## src/rtl/demux_pkg.sv

```systemverilog
// Shared types and slot-tag constants for the nibble-stream demultiplexer.
package demux_pkg;

  typedef enum logic {
    HUNT = 1'b0,
    LOCK = 1'b1
  } state_t;

  localparam logic [1:0] SEL_A   = 2'b01;
  localparam logic [1:0] SEL_B   = 2'b10;
  localparam logic [1:0] SEL_C   = 2'b00;
  localparam logic [1:0] SEL_BAD = 2'b11;

  // Rotation A -> B -> C -> A; anything else restarts at A.
  function automatic logic [1:0] next_tag(input logic [1:0] tag);
    logic [1:0] nxt;
    nxt = SEL_A;
    case (tag)
      SEL_A:   nxt = SEL_B;
      SEL_B:   nxt = SEL_C;
      default: nxt = SEL_A;
    endcase
    return nxt;
  endfunction

endpackage

```

## src/rtl/demux.sv

```systemverilog
// Three-slot time-multiplexed nibble demultiplexer with rotation tracking and
// atomic frame commit of slots A/B/C.
module demux
  import demux_pkg::*;
(
  input  logic       clk,
  input  logic       rst_n,
  input  logic [3:0] data_in,
  input  logic [1:0] sel_in,
  output logic [3:0] out_a,
  output logic [3:0] out_b,
  output logic [3:0] out_c,
  output logic       frame_valid,
  output logic       locked,
  output logic       seq_err,
  output logic [7:0] frame_cnt
);

  state_t     state_q;
  logic [1:0] exp_q;
  logic [3:0] sh_a_q;
  logic [3:0] sh_b_q;
  logic [3:0] out_a_q;
  logic [3:0] out_b_q;
  logic [3:0] out_c_q;
  logic       fv_q;
  logic       err_q;
  logic [7:0] cnt_q;

  always_ff @(posedge clk or negedge rst_n) begin
    if (!rst_n) begin
      state_q <= HUNT;
      exp_q   <= SEL_A;
      sh_a_q  <= 4'd0;
      sh_b_q  <= 4'd0;
      out_a_q <= 4'd0;
      out_b_q <= 4'd0;
      out_c_q <= 4'd0;
      fv_q    <= 1'b0;
      err_q   <= 1'b0;
      cnt_q   <= 8'd0;
    end else begin
      fv_q  <= 1'b0;
      err_q <= 1'b0;
      if (state_q == HUNT) begin
        // Only a slot-A tag can start a frame; everything else is silently dropped.
        if (sel_in == SEL_A) begin
          sh_a_q  <= data_in;
          exp_q   <= SEL_B;
          state_q <= LOCK;
        end
      end else begin
        if (sel_in != exp_q) begin
          err_q   <= 1'b1;
          state_q <= HUNT;
          exp_q   <= SEL_A;
          sh_a_q  <= 4'd0;
          sh_b_q  <= 4'd0;
        end else begin
          exp_q <= next_tag(exp_q);
          case (sel_in)
            SEL_A:   sh_a_q <= data_in;
            SEL_B:   sh_b_q <= data_in;
            default: begin
              // Slot C closes the frame: all three outputs update together.
              out_a_q <= sh_a_q;
              out_b_q <= sh_b_q;
              out_c_q <= data_in;
              fv_q    <= 1'b1;
              cnt_q   <= cnt_q + 8'd1;
            end
          endcase
        end
      end
    end
  end

  assign out_a       = out_a_q;
  assign out_b       = out_b_q;
  assign out_c       = out_c_q;
  assign frame_valid = fv_q;
  assign locked      = (state_q == LOCK);
  assign seq_err     = err_q;
  assign frame_cnt   = cnt_q;

endmodule

```

## config.mk

```make
export PLATFORM = sky130hd
export DESIGN_NAME = demux
export DESIGN_NICKNAME = d
export VERILOG_FILES = /design/src/rtl/demux_pkg.sv /design/src/rtl/demux.sv
export SDC_FILE = /design/constraint.sdc
export NUM_CORES = 1
export LEC_CHECK = 0
export CAP_MARGIN = 10
export CORE_UTILIZATION = 25
export CTS_BUF_LIST = sky130_fd_sc_hd__clkbuf_4
export DETAILED_ROUTE_END_ITERATION = 8
export SLEW_MARGIN = 20
export SYNTH_ARGS = -nofsm -noshare
export SYNTH_HDL_FRONTEND = slang
export SYNTH_SLANG_ARGS = --single-unit
export TNS_END_PERCENT = 1
```

## constraint.sdc

```tcl
create_clock -name clk -period 2.35 [get_ports clk]
set_clock_uncertainty 0.1 [all_clocks]
set_input_delay 0.705 -clock clk [delete_from_list [all_inputs] [get_ports clk]]
set_output_delay 0.705 -clock clk [all_outputs]
set_load 0.02 [all_outputs]
```

==> results.yml, run 1 <==
cells_and_area:
  mostFrequentLayoutCell: "dfrtp_1"
  mostFrequentLayoutCells: "31 x dfrtp_1, 30 x clkdlybuf4s50_1, 12 x buf_4"
  antennaDiodeCount: 0
  drive_gt1_share_pct: 26.6
  syn_to_final_growth_pct: 35.5
  nNetsFinal: 169
yosys:
  synth_cells: 111
  ys_warn_count: 0
  avgSynthCellArea_sq_um: 13.1
  ys_types: 28
  yosysSeqAreaShare_pct: 56.7
  syn_area_sq_um: 1460
  synth.net_count: 123
  ys_ff_latch: 33
critical_path:
  cp_num_cells: 1
  slowest_delay_ps: 630
  reg2reg_depth: 5
  cp-end-kind: "output port"
  crit_fanout: 6
  cp_top_family: "buffers and inverters"
  criticalPathCategory: "flip-flop to output port"
  required_ps: 1540
  setup.worst_path.start: "frame_cnt[1]"
  cpMaxStageDelayCell: "clkdlybuf4s50_1"
  reg2reg_from: "exp_q[0]"
  path_buf_inv: 1
  cp.arrival_ps: 1410
  critPathLaunchType: "flip-flop"
  crit_chain: "clkdlybuf4s50_1"
clock_network:
  clock-root-buffer: "clkbuf_4"
  clk_path_buf_depth: 2
  insertion_delay_ps: 340
  cts_setup_buffers: 0
  clock_sinks: 33
  cts_buffers: 5
  hold_buffers: 0
  tritoncts: "built"
  clkTransAtPathRegs_ps: 100
  htree_levels: 2
global_routing:
  grt_overflow_total: 0
  grt_use_total_pct: 10.3
  grt_pass1_vias: 933
  antenna_found_initial: 0
  grt_pass1_wl_mm: 4.78
  grt_max_degree: 34
route:
  antenna_left: 0
  drc: 0
  vias: 945
  drt-pass1-iter-count: 4
  drt_iter0_markers: 36
  routedWlPerCell_um: 11.9
  via_per_inst: 4.11
  finalWirelength_mm: 2.73
timing:
  fin_crit_sh_pct: 94.4
  fmax_ghz: 0.451
  rsz0062_at_grt: "no"
  worst_pin_slew_ps: 404
  slew_headroom_pct: 73.1
  layout_setup_ws_ps: 132
  finalHoldViolCount: 0
  fin_crit_ps: 2220
  setup-violations-final: 0
  drv_slew: 0
flow_run:
  maxCapViolCount: 0
run_status:
  status: "finished clean"
placement:
  place.gp.congestion: 0.705
  dpl.hpwl_mm: 2.04
  port_buffers: 30
  dp_slack_ps: -167
worst_hold_path:
  hold_path_startpoint: "frame_cnt[7]"
  hold_path_depth: 1
  hold_path.class: "flip-flop to flip-flop"
floorplan:
  core-area_sq_um: 5570
  die_h_um: 78.4
  num_rows: 27
  die_w_um: 78.4
  initial_core_util_pct: 26.2
  ios: 31
  dieArea_sq_um: 6140
power_and_ir_drop:
  p_per_area_nw_per_um2: 1020
  p_leak_nw: 0.875
  finalPower_mw: 2.01
  irDropWorstVdd_mv: 0.640
logic make-up after synthesis:
kind of cell,after synthesis,synth area share [%]
and+or+nand+nor,30,11.0
xor gates and xnor gates,9,6.95
AOI/OAI and AO/OA,9,3.35
adders and majority gates,4,3.43
DFF,33,56.7
muxes,17,14.6
buffers and inverters,9,3.95
metrics by stage:
stage               std cells  hold slack [ps]  area [sq um]  utilization, %  setup TNS [ps]
floorplan                 111              309          1460               -               0
detailed placement        222              368          1920            34.4           -3200
global placement          222              364          1920            34.4           -2750
CTS                       230              383          1970            35.4               0
global route              230              417          1980            35.4               0
finish                    230              385          1980            35.4               0
synth_stat cells:
cell / instances / area (sq um)
dfrtp_1: 32 / 801
mux2_4: 7 / 105
nand2_1: 7 / 26.3
nand3_1: 7 / 35.0
mux2_2: 6 / 67.6
nor2_1: 6 / 22.5
o21ai_0: 6 / 30.0
inv_1: 5 / 18.8
xnor2_1: 5 / 43.8
ha_1: 4 / 50.1
mux2i_1: 4 / 40.0
nand4_1: 3 / 18.8
and4_1: 2 / 17.5
clkbuf_1: 2 / 7.51
xor2_2: 2 / 32.5
a21oi_1: 1 / 5.00
a31oi_1: 1 / 6.26
and2_1: 1 / 6.26
buf_12: 1 / 20.0
buf_6: 1 / 11.3
dfstp_2: 1 / 26.3
nand2_2: 1 / 6.26
nor3_1: 1 / 5.00
nor3_4: 1 / 16.3
o31ai_1: 1 / 7.51
or2_2: 1 / 6.26
xnor2_2: 1 / 16.3
xor2_1: 1 / 8.76
repair_timing:
action                                 CTS  global route
gates resized for setup                  0             1
endpoints found under the hold margin    0             0
setup endpoints to repair                0             1
layer usage:
layer / share of wire [%] / wire [um] / vias up / GRT usage, %
met2: 41 / 1130 / 27 / 13.9
met1: 52 / 1430 / 441 / 15.0
li1: - / - / 469 / -
met3: 3.9 / 105 / 8 / 2.09
met4: 2.4 / 65 / 0 / 6.11
met5: 0 / 0 / - / 0
power breakdown:
group          internal (mW)  leakage (nW)  switching [mW]  total, mW
Combinational          0.442         0.411           0.383      0.824
Sequential             0.738         0.433           0.131      0.869
Clock                  0.113        0.0310           0.200      0.313
Total                   1.29         0.875           0.714       2.01
worst reg2reg max path: stages, from the launching register on:
cell     delay, ps
dfstp_2        590
xor2_2         100
buf_4          150
or2_2          280
and2_1         220
nor2_1         130
worst paths after layout:
path	end	slack, ps
worst max-delay path	frame_cnt[1]	130
worst min-delay path	frame_cnt[7]	380
worst max register to register	sh_a_q[0]	710
worst min register to register	frame_cnt[7]	380
max in group asynchronous	exp_q[0]	1180
min in group asynchronous	out_b[3]	650
flip-flops by register name, summed over array words and instances, names as in the netlist:
| signal | cells |
|---|---|
| frame_cnt | 8 |
| out_b | 4 |
| out_a | 4 |
| sh_a_q | 4 |
| seq_err | 1 |
| out_c | 4 |
| sh_b_q | 4 |
| exp_q | 2 |
| locked | 1 |
| frame_valid | 1 |
final cells by class:
| type | count | area, sq um |
|---|---|---|
| inverters | 5 | 18.8 |
| multi-input cells | 69 | 573 |
| well taps | 72 | 90.1 |
| flip-flops and latches | 33 | 828 |
| clock inverters | 3 | 17.5 |
| clock buffers | 5 | 37.5 |
| fillers | 565 | 3600 |
| repair buffers | 43 | 410 |
Power figures use the tool's default switching activity.
==> run 2: changes to the inputs <==
--- a/config.mk
+++ b/config.mk
@@ -9,6 +9,8 @@
 export CORE_UTILIZATION = 25
 export CTS_BUF_LIST = sky130_fd_sc_hd__clkbuf_4
 export DETAILED_ROUTE_END_ITERATION = 8
+export PLACE_DENSITY_LB_ADDON = 0.05
+export SETUP_SLACK_MARGIN = 0.2
 export SLEW_MARGIN = 20
 export SYNTH_ARGS = -nofsm -noshare
 export SYNTH_HDL_FRONTEND = slang
==> run 2 against run 1 <==
Compared with the run above: critical path depth did not move; register-to-register slack barely moved; core utilization rose by 0.067 points; sequential share of layout area fell by 0.14 points; combinational power fell by 2%; die area did not move; flip-flop and latch count did not move; clock power rose by 35%; wire length rose by 7.0%; worst setup slack improved by 22 ps; fmax rose by 0.99%; via count rose by 2.0%.
==> results.yml, run 2 (synthesis gave the netlist of run 1 again) <==
floorplan:
  die_h_um: 78.4
  num_rows: 27
  die_w_um: 78.4
  core-area_sq_um: 5570
  initial_core_util_pct: 26.2
  ios: 31
  dieArea_sq_um: 6140
cells_and_area:
  fin_area_sq_um: 1980
  final_core_util_pct: 35.5
  nNetsFinal: 168
  mostFrequentLayoutCell: "dfrtp_1"
  largest_register_ffs: 8
  fin_cells: 229
  antennaDiodeCount: 0
  drive_gt1_share_pct: 24.8
  mostFrequentLayoutCells: "32 x dfrtp_1, 28 x clkdlybuf4s50_1, 12 x buf_4"
  syn_to_final_growth_pct: 35.8
route:
  via_per_inst: 4.21
  vias: 964
  drc: 0
  drt_iter0_markers: 52
  antenna_left: 0
  drt-pass1-iter-count: 4
  routedWlPerCell_um: 12.7
  finalWirelength_mm: 2.92
timing:
  worst_pin_slew_ps: 421
  slew_headroom_pct: 71.9
  fin_crit_sh_pct: 93.5
  hold_slack_ps: 385
  rsz0062_at_grt: "yes"
  fin_tns_setup_ps: 0
  setup-violations-final: 0
  drv_slew: 0
  fmax_ghz: 0.455
  fin_crit_ps: 2200
  finalHoldViolCount: 0
critical_path:
  cpMaxStageDelayCell: "clkdlybuf4s50_1"
  critPathLaunchType: "flip-flop"
  crit_fanout: 4
  required_ps: 1540
  slowest_delay_ps: 630
  reg2reg_slack_ps: 700
  crit_chain: "clkdlybuf4s50_1"
  criticalPathCategory: "flip-flop to output port"
  cp.arrival_ps: 1390
  cp-end-kind: "output port"
  cp_top_family: "buffers and inverters"
  path_buf_inv: 1
clock_network:
  clkTransAtPathRegs_ps: 100
  insertion_delay_ps: 320
  clk_path_buf_depth: 2
  cts_buffers: 5
  clock_sinks: 33
  htree_levels: 2
  tritoncts: "built"
  clock-root-buffer: "clkbuf_4"
power_and_ir_drop:
  irDropWorstVdd_mv: 0.428
  p_leak_nw: 0.896
  p_per_area_nw_per_um2: 1060
placement:
  port_buffers: 30
  dp_cells: 221
  place.gp.congestion: 0.711
  dpl.hpwl_mm: 2.14
  place_area_sq_um: 1900
flow_run:
  maxCapViolCount: 0
global_routing:
  grt_max_degree: 34
  antenna_found_initial: 0
  grt_pass1_vias: 1013
  grt_pass1_wl_mm: 5.13
  grt_overflow_total: 0
  grt_use_total_pct: 11.1
worst_hold_path:
  hold_path.class: "flip-flop to flip-flop"
run_status:
  status: "finished clean"
## run 2: timing repair
action                     in CTS  in global routing
pin swaps                       0                  0
resized for setup               1                  1
hold buffers                    0                  0
buffers inserted                0                  0
setup endpoints to repair      15                 37
## run 2: where the power goes
part,internal [mW],total [mW],switching (mW)
Combinational,0.418,0.807,0.388
Sequential,0.736,0.861,0.125
Clock,0.233,0.421,0.188
Total,1.39,2.09,0.702
## run 2: per-stage QoR
stage / worst slack [ps] / total power [mW]
2_1_floorplan: 270 / 1.31
6_report: 154 / 2.09
3_3_place_gp: -175 / 1.69
3_5_place_dp: -195 / 1.70
5_1_grt: 70.7 / 2.25
4_1_cts: 113 / 2.13
## run 2: path summary, 6_finish.rpt
| check | startpoint | endpoint | depth (start not counted) |
|---|---|---|---|
| max | frame_cnt[2] | frame_cnt[2] | 1 |
| min | frame_cnt[7] | frame_cnt[7] | 1 |
| max reg2reg | exp_q[0] | out_c[2] | 4 |
| min reg2reg | frame_cnt[7] | frame_cnt[7] | 1 |
| max in group asynchronous | rst_n | exp_q[0] | 2 |
| min in group asynchronous | rst_n | frame_valid | 2 |
## run 2: layout make-up
type / instances / area (sq um)
clock buffers: 6 / 45.0
clock inverters: 2 / 33.8
repair buffers: 42 / 392
well taps: 72 / 90.1
fillers: 566 / 3590
flip-flops and latches: 33 / 827
inverters: 5 / 18.8
multi-input cells: 69 / 573
## run 2: metal layers
metal / share of wire (%) / global-route usage [%]
met1: 49 / 14.8
met2: 45 / 16.5
met3: 4.2 / 3.60
met4: 1.7 / 4.44
met5: 0 / 0
